===== src/rtl/id_ex_pipe_stage_if.sv =====
// Ready/valid bundle carrying a control word and a data word between pipeline stages.
// master drives valid/ctl/data, slave drives ready.
interface id_ex_pipe_stage_if #(
    parameter int CTL_W  = 9,
    parameter int DATA_W = 144
);
    logic              valid;
    logic              ready;
    logic [CTL_W-1:0]  ctl;
    logic [DATA_W-1:0] data;

    modport master (output valid, output ctl, output data, input ready);
    modport slave  (input valid, input ctl, input data, output ready);
endinterface


===== src/rtl/id_ex_pipe_stage.sv =====
// Ready/valid pipeline register (ID/EX and later boundaries) with optional skid entry,
// flush/bubble insertion and a saturating stall counter.
//   state | meaning
//   EMPTY | nothing held, out_valid=0
//   ONE   | main entry M valid, skid entry S empty
//   FULL  | M and S valid, in_ready=0 (only reachable with SKID=1)
module id_ex_pipe_stage #(
    parameter int CTL_W  = 9,
    parameter int DATA_W = 144,
    parameter int SKID   = 1,
    parameter int CNT_W  = 16
) (
    input  logic               clk,
    input  logic               rst,
    id_ex_pipe_stage_if.slave  up,
    id_ex_pipe_stage_if.master dn,
    input  logic               flush,
    input  logic               clr_cnt,
    output logic [CNT_W-1:0]   stall_cnt
);
    typedef enum logic [1:0] {EMPTY = 2'd0, ONE = 2'd1, FULL = 2'd2} state_t;

    state_t            state;
    state_t            state_nx;
    logic [CTL_W-1:0]  m_ctl;
    logic [CTL_W-1:0]  s_ctl;
    logic [DATA_W-1:0] m_data;
    logic [DATA_W-1:0] s_data;
    logic              m_valid;
    logic              xfer_in;
    logic              load_m_in;
    logic              load_m_s;
    logic              load_s_in;

    assign m_valid = (state != EMPTY);

    // With a skid entry, ready comes straight from a flop; without it, ready looks at downstream.
    assign up.ready = (SKID != 0) ? (state != FULL) : (!m_valid || dn.ready);
    assign xfer_in  = up.valid && up.ready;

    always_ff @(posedge clk or posedge rst) begin
        if (rst) state <= EMPTY;
        else     state <= state_nx;
    end

    always_comb begin
        state_nx = state;
        if (flush) begin
            state_nx = EMPTY;
        end else begin
            case (state)
                EMPTY: if (xfer_in) state_nx = ONE;
                ONE: begin
                    if (xfer_in && !dn.ready)      state_nx = FULL;
                    else if (!xfer_in && dn.ready) state_nx = EMPTY;
                end
                FULL:    if (dn.ready) state_nx = ONE;
                default: state_nx = EMPTY;
            endcase
        end
    end

    always_comb begin
        load_m_in = 1'b0;
        load_m_s  = 1'b0;
        load_s_in = 1'b0;
        dn.valid  = m_valid;
        dn.ctl    = m_valid ? m_ctl : '0;
        dn.data   = m_data;
        if (!flush) begin
            case (state)
                EMPTY: load_m_in = xfer_in;
                ONE: begin
                    load_m_in = xfer_in && dn.ready;
                    load_s_in = xfer_in && !dn.ready;
                end
                FULL:    load_m_s = dn.ready;
                default: ;
            endcase
        end
    end

    always_ff @(posedge clk or posedge rst) begin
        if (rst) begin
            m_ctl  <= '0;
            m_data <= '0;
            s_ctl  <= '0;
            s_data <= '0;
        end else begin
            if (load_m_in) begin
                m_ctl  <= up.ctl;
                m_data <= up.data;
            end else if (load_m_s) begin
                m_ctl  <= s_ctl;
                m_data <= s_data;
            end
            if (load_s_in) begin
                s_ctl  <= up.ctl;
                s_data <= up.data;
            end
        end
    end

    always_ff @(posedge clk or posedge rst) begin
        if (rst)
            stall_cnt <= '0;
        else if (clr_cnt)
            stall_cnt <= '0;
        else if (m_valid && !dn.ready && (stall_cnt != {CNT_W{1'b1}}))
            stall_cnt <= stall_cnt + 1'b1;
    end
endmodule


===== src/flat_wrapper.sv =====
// flat-port wrapper written by rule: the top's interface ports become plain ports
module id_ex_pipe_stage_flat 
#(
    parameter int CTL_W  = 9,
    parameter int DATA_W = 144,
    parameter int SKID   = 1,
    parameter int CNT_W  = 16
)
  (clk, rst, flush, clr_cnt, stall_cnt, up_valid, up_ctl, up_data, up_ready, dn_valid, dn_ctl, dn_data, dn_ready);
  id_ex_pipe_stage_if #(.CTL_W(CTL_W), .DATA_W(DATA_W)) up_i ();
  id_ex_pipe_stage_if #(.CTL_W(CTL_W), .DATA_W(DATA_W)) dn_i ();
  input  logic clk;
  input  logic rst;
  input  logic flush;
  input  logic clr_cnt;
  output logic [CNT_W-1:0] stall_cnt;
  input wire logic [$bits(up_i.valid)-1:0] up_valid;
  input wire logic [$bits(up_i.ctl)-1:0] up_ctl;
  input wire logic [$bits(up_i.data)-1:0] up_data;
  output wire logic [$bits(up_i.ready)-1:0] up_ready;
  output wire logic [$bits(dn_i.valid)-1:0] dn_valid;
  output wire logic [$bits(dn_i.ctl)-1:0] dn_ctl;
  output wire logic [$bits(dn_i.data)-1:0] dn_data;
  input wire logic [$bits(dn_i.ready)-1:0] dn_ready;
  assign up_i.valid = up_valid;
  assign up_i.ctl = up_ctl;
  assign up_i.data = up_data;
  assign up_ready = up_i.ready;
  assign dn_valid = dn_i.valid;
  assign dn_ctl = dn_i.ctl;
  assign dn_data = dn_i.data;
  assign dn_i.ready = dn_ready;
  id_ex_pipe_stage #(.CTL_W(CTL_W), .DATA_W(DATA_W), .SKID(SKID), .CNT_W(CNT_W)) u_core (.clk(clk), .rst(rst), .up(up_i), .dn(dn_i), .flush(flush), .clr_cnt(clr_cnt), .stall_cnt(stall_cnt));
endmodule

===== config.mk =====
export PLATFORM = sky130hd
export DESIGN_NAME = id_ex_pipe_stage_flat
export DESIGN_NICKNAME = d
export VERILOG_FILES = /design/src/rtl/id_ex_pipe_stage_if.sv /design/src/rtl/id_ex_pipe_stage.sv /design/src/flat_wrapper.sv
export SDC_FILE = /design/constraint.sdc
export NUM_CORES = 1
export LEC_CHECK = 0
export CAP_MARGIN = 20
export CORE_ASPECT_RATIO = 0.6
export CORE_MARGIN = 2
export CORE_UTILIZATION = 40
export CTS_CLUSTER_SIZE = 20
export DETAILED_ROUTE_END_ITERATION = 10
export GPL_ROUTABILITY_DRIVEN = 1
export PLACE_DENSITY = 0.77
export SLEW_MARGIN = 20
export SYNTH_ARGS = -nofsm -noshare
export SYNTH_HDL_FRONTEND = slang
export SYNTH_SLANG_ARGS = --single-unit

===== constraint.sdc =====
create_clock -name clk -period 26.3 [get_ports clk]
set_input_delay 5.26 -clock clk [delete_from_list [all_inputs] [get_ports clk]]
set_output_delay 5.26 -clock clk [all_outputs]
set_load 0.03 [all_outputs]

# Yosys cells after proc, flatten, opt, wreduce, memory -nomap -nowiden
# Cells that the tools add are included.
[op_classes]
bitwise = 0
mux = 19
order_cmp = 0
n_eq_ne = 7
reduce_logical = 13
addsub = 1
shifts = 0
div = 0
multipliers = 0
[ops]
columns = ["cell", "n"]
rows = [
  ["$mux 144", 2],
  ["$mux 16", 2],
  ["$mux 9", 3],
  ["$add 16x1->16 const B", 1],
  ["$ne 16x16->1 const B", 1],
  ["$mux 2", 5],
  ["$logic_and 1x1->1", 6],
  ["$pmux 2 s3", 1],
  ["$reduce_bool 2->1", 3],
  ["$mux 1", 5],
  ["$ne 4x2->1 const B", 1],
  ["$ne 3x2->1 const B", 1],
  ["$ne 3x3->1 const B", 1],
  ["$reduce_and 3->1", 1],
  ["$eq 2x1->1 const B", 1],
  ["$eq 2x2->1 const B", 1],
  ["$logic_not 1->1", 2],
  ["$logic_not 2->1", 1],
  ["$ne 2x2->1 const B", 1],
  ["$pmux 1 s2", 1],
]
[word_totals]
wordCells = 46
mem_bits_ro = 0
in_bits = 159
output_inout_bits = 171
reg_bits = 324
memories = 0
ram_bits = 0
latchBits = 0

# Longest topological paths before layout
[logic_depth]
word_depth = 8
mapped_depth = 10
ltp_nobuf = 7

# Worst setup path before layout
# Ideal clock, no wire load.
[synth_path]
path_kind = "in2reg"
start = "input port up_valid"
end = "register u_core.m_data[0], in the netlist u_core.dn.data[0]"
slack_ns = 19.603
setup_ns = 0.118
t_arrival_ns = 6.579
required_time_ns = 26.182
stages = 9
path_buffers = 3
path_cell_list = "and2_1 ha_1 mux2i_1 nor3_1 buf_2 buf_4 buf_2 a22o_1 a21o_1"
[synth_via]
elab_chain_len = 5
word_cells_on_any_way = 6
cone_classes = "mux: 3; reduce/logical: 3"
[synth_lines]
columns = ["element", "line", "rtl"]
rows = [
  ["start, declared", "flat_wrapper.sv:17", "input wire logic [$bits(up_i.valid)-1:0] up_valid;"],
  ["$logic_and 1x1->1 *", "id_ex_pipe_stage.sv:39", "assign xfer_in = up.valid && up.ready;"],
  ["$logic_and 1x1->1", "id_ex_pipe_stage.sv:74", "load_m_in = xfer_in && dn.ready;"],
  ["$pmux 1 s2 *", "id_ex_pipe_stage.sv:71", "case (state)"],
  ["$mux 1 *", "id_ex_pipe_stage.sv:70", "if (!flush) begin"],
  ["$mux 144 or $reduce_bool 2->1 (tied branches)", "-", ""],
  ["end signal, assigned", "id_ex_pipe_stage.sv:92", "m_data <= up.data;"],
  ["end signal, assigned", "id_ex_pipe_stage.sv:95", "m_data <= s_data;"],
  ["end, declared", "id_ex_pipe_stage.sv:27", "logic [DATA_W-1:0] m_data;"],
]
# Mark *: on every way between the ends. The rest lies on a longest branch, timed or not.
# A chain may end at the register's enable or synchronous reset.

# Worst setup path in the final report
[layout_path]
start = "input port dn_ready"
end = "register u_core.s_data[25]"
[layout_via]
elab_chain_len = 4
[layout_lines]
columns = ["element", "line", "rtl"]
rows = [
  ["start, declared", "flat_wrapper.sv:24", "input wire logic [$bits(dn_i.ready)-1:0] dn_ready;"],
  ["$logic_not 1->1", "id_ex_pipe_stage.sv:75", "load_s_in = xfer_in && !dn.ready;"],
  ["$logic_and 1x1->1", "id_ex_pipe_stage.sv:75", ""],
  ["$mux 1", "id_ex_pipe_stage.sv:71", ""],
  ["$mux 1", "id_ex_pipe_stage.sv:70", ""],
  ["end signal, assigned", "id_ex_pipe_stage.sv:99", "s_data <= up.data;"],
  ["end, declared", "id_ex_pipe_stage.sv:28", "logic [DATA_W-1:0] s_data;"],
]
# Every way passes these cells.

==> out/qor.txt <==
CP delay by family, top: buffers and inverters
fraction of registers with async set/reset: 100%
worst reg2reg startpoint: u_core.state[0]
via/cell ratio: 5.35
status: completed
worst vdd ir: 0.0000472 V
vias in the first global route: 9601
synthesis-stage register bit count: 324
I/O pin cnt: 330
Initial Util: 40.9%
mux cell area share after synthesis: 13.2%
number of flops mapped to enable cells by yosys: 0
most common cell in the synthesized netlist: dfrtp_1
WHS Path Cells: 1
Hold Path End: u_core.m_ctl[5]
Synth Area in XOR/XNOR: 0%
Syn Nets: 1123
Final Hold Fails: 0
Gate Count Post-Synth: 961
total gr overflow: 0
placement row count: 51
Critical Path Fanout Max: 55
Synth Area in Simple Gates: 3.02%
Setup TNS: 0 ps
Post-CTS Resized: 0
CTS Hold Buffers Added: 0
Post-DRT Antenna Nets: 0
Area after DPL: 17000 sq um
CTS tree: done
Layout area overhead: 34.7%
Final min period: 7660 ps
Worst Tran Pin Value: 1010 ps
Core Area: 32700 sq um
post-DR wirelength/cell: 19.5 microns
Required @ worst endpoint: 26740 ps
clk slew on worst S/H paths: 70 ps
worst reg2reg path endpoint: u_core.dn.data[24]
Post-CTS Setup Repair Bufs: 0
Max Root-Sink Buffers: 3
CTS sink cnt: 324
Rel. slew slack: 32.4%
crit path cell chain: clkdlybuf4s50_1 -> inv_1 -> ha_1 -> nand2_1 -> nor2_4 -> buf_4 -> buf_4 -> mux2_2
Root Driver: clkbuf_16
adder-cell share of the synthesized area: 0.281%
Post-Place Cells: 1679
most frequent cells after synthesis: dfrtp_1 (324), a21o_1 (153), a22o_1 (153)
worst reg-to-reg setup slack: 23170 ps
sequential share of the synthesized area: 60.6%
first-pass GRT wire length: 53.6 mm
total wire length: 33.8 mm
Yosys cell types: 37
# setup viols final: 0
syn_area_per_cell: 13.9 sq um
Synth area leader: dfrtp_1
share of post-route cells with drive strength above 1: 15.6%
combinational family with the most area after synthesis: compound AO/OA/AOI/OAI gates
critical path's slowest cell: buf_4
worst clock skew: 14.3 ps
Critical Path Stages: 8
total power: 1.47 mW
# DRC: 0
Synth top area share: 60.6%
depth of the most critical reg-to-reg path: 9
final net count: 1423
fillcell total: 2684
iteration-0 DRC count of the detailed router: 571
ys flop type: dfrtp_1
largest net degree at the start of global routing: 155
die extent in x: 240 microns
Crit Path Class: primary input to flip-flop
cts bufs inserted: 30
hold_sp: u_core.m_ctl[5]
H-tree levels: 1
Largest stage delay, worst path: 710 ps
Syn. warnings: 0
die area: 35000 sq um
initial antenna violation count: 2
GRT Resource Usage Total: 19.0%
Leak Pwr: 8.43 nW
Final Instance Area: 18000 sq um
dpl ws: 18080 ps
Hold/Removal Path Class: flip-flop to flip-flop
Die Span Y: 146 microns
Routability Congestion: 0.802
Worst-Skew Late Latency: 560 ps
WP buf/inv: 4
dominant cells by area after synthesis: dfrtp_1 (61%), mux2_2 (11%), a22o_1 (10%)
compound-gate portion of the synthesized area: 20.0%
non-filler cells in the finished layout: 1735
Max-Cap Viols: 0
input/output buffers: 329
max-slew violation count: 0
f_max: 0.130 GHz
via count: 9289
Crit path top cell by count: buf_4
critical path launch point type: primary input
worst setup margin: 18640 ps
Cell Pwr Density: 81.7 nW/um^2
Critical Path AT: 8100 ps
Worst Setup End Kind: flip-flop
router iterations before antenna repair: 5
unrepaired setup endpoints after global routing: false
dpl hpwl: 21.7 mm
crit share post-route: 29.1%
Syn Std Cell Area: 13400 sq um
==> cell families after synthesis <==
group | after synthesis
AO/OA/AOI/OAI | 336
adder cells (fa/ha/maj) | 3
buffers and inverters | 78
flip-flops | 324
multiplexers | 157
AND/OR/NAND/NOR | 63
==> cell usage in the layout, fill, tap and decap left out, types with 3 or more instances in the layout <==
| cell type | n |
|---|---|
| clkdlybuf4s50_1 | 329 |
| dfrtp_1 | 324 |
| a22o_1 | 153 |
| a21o_1 | 153 |
| mux2_2 | 130 |
| clkbuf_16 | 31 |
| mux2_1 | 24 |
| a21oi_1 | 13 |
| nor2b_1 | 11 |
| clkbuf_1 | 9 |
| buf_4 | 9 |
| or3_1 | 7 |
| clkbuf_8 | 7 |
| nor2_1 | 6 |
| nand4_1 | 6 |
| or4_1 | 6 |
| inv_1 | 5 |
| nand2_1 | 5 |
| o31ai_1 | 5 |
| o21ai_0 | 5 |
| nor3_1 | 4 |
| clkinv_2 | 4 |
| mux2i_1 | 3 |
| nand2b_1 | 3 |
| ha_1 | 3 |
==> worst reg2reg max path: stages, from the launching register on <==
cell	delay, ps
dfrtp_1	440
nand2b_1	230
and2_1	220
ha_1	180
mux2i_1	170
nor3_2	80
buf_12	280
nor2_4	370
buf_4	740
a21o_1	350
==> how the worst max path moves through the flow <==
stage	from	end	slack, ps
6_report	dn_ready	u_core.s_data[25]	18640
5_1_grt	rst	u_core.dn.data[27]	18360
4_1_cts	u_core.state[1]	dn_ctl[5]	18600
3_5_place_dp	rst	u_core.dn.data[18]	18080
3_3_place_gp	rst	u_core.dn.data[18]	18110
2_1_floorplan	rst	u_core.dn.data[0]	12070
==> flip-flops by register name, summed over array words and instances (netlist names) <==
| signal | flops |
|---|---|
| u_core.stall_cnt | 16 |
| u_core.state | 2 |
| u_core.s_ctl | 9 |
| u_core.m_ctl | 9 |
| u_core.dn.data | 144 |
| u_core.s_data | 144 |
==> cell type report <==
type	count	area (sq um)	area share, %
Sequential cell	324	8110	45.0
Multi-Input combinational cell	559	4900	27.2
Timing Repair Buffer	340	3400	18.9
Clock buffer	47	906	5.03
Tap cell	450	563	3.13
Clock inverter	8	96.3	0.535
Inverter	6	30.0	0.167
Antenna cell	1	2.50	0.0139
==> where the power goes <==
group | switching [mW] | total [mW] | internal (mW)
combinational | 0.173 | 0.351 | 0.178
sequential | 0.0645 | 0.677 | 0.612
clock | 0.187 | 0.442 | 0.255
==> per-layer routing <==
layer  vias up  global-route usage [%]  part of all wire (%)
li1       4192                       -                     -
met1      4811                    27.5                    47
met2       238                    29.1                    45
met3        48                    4.42                   5.9
met4         0                    4.41                   1.9
met5         -                       0                     0
==> metrics by stage <==
step	util [%]	hold slack [ps]
final	55.1	471
after global routing	55.1	492
after CTS	55.1	473
after detailed placement	52.0	458
after global placement	52.0	450
after floorplan	-	441
No activity file was read; power rests on OpenSTA's default activity.
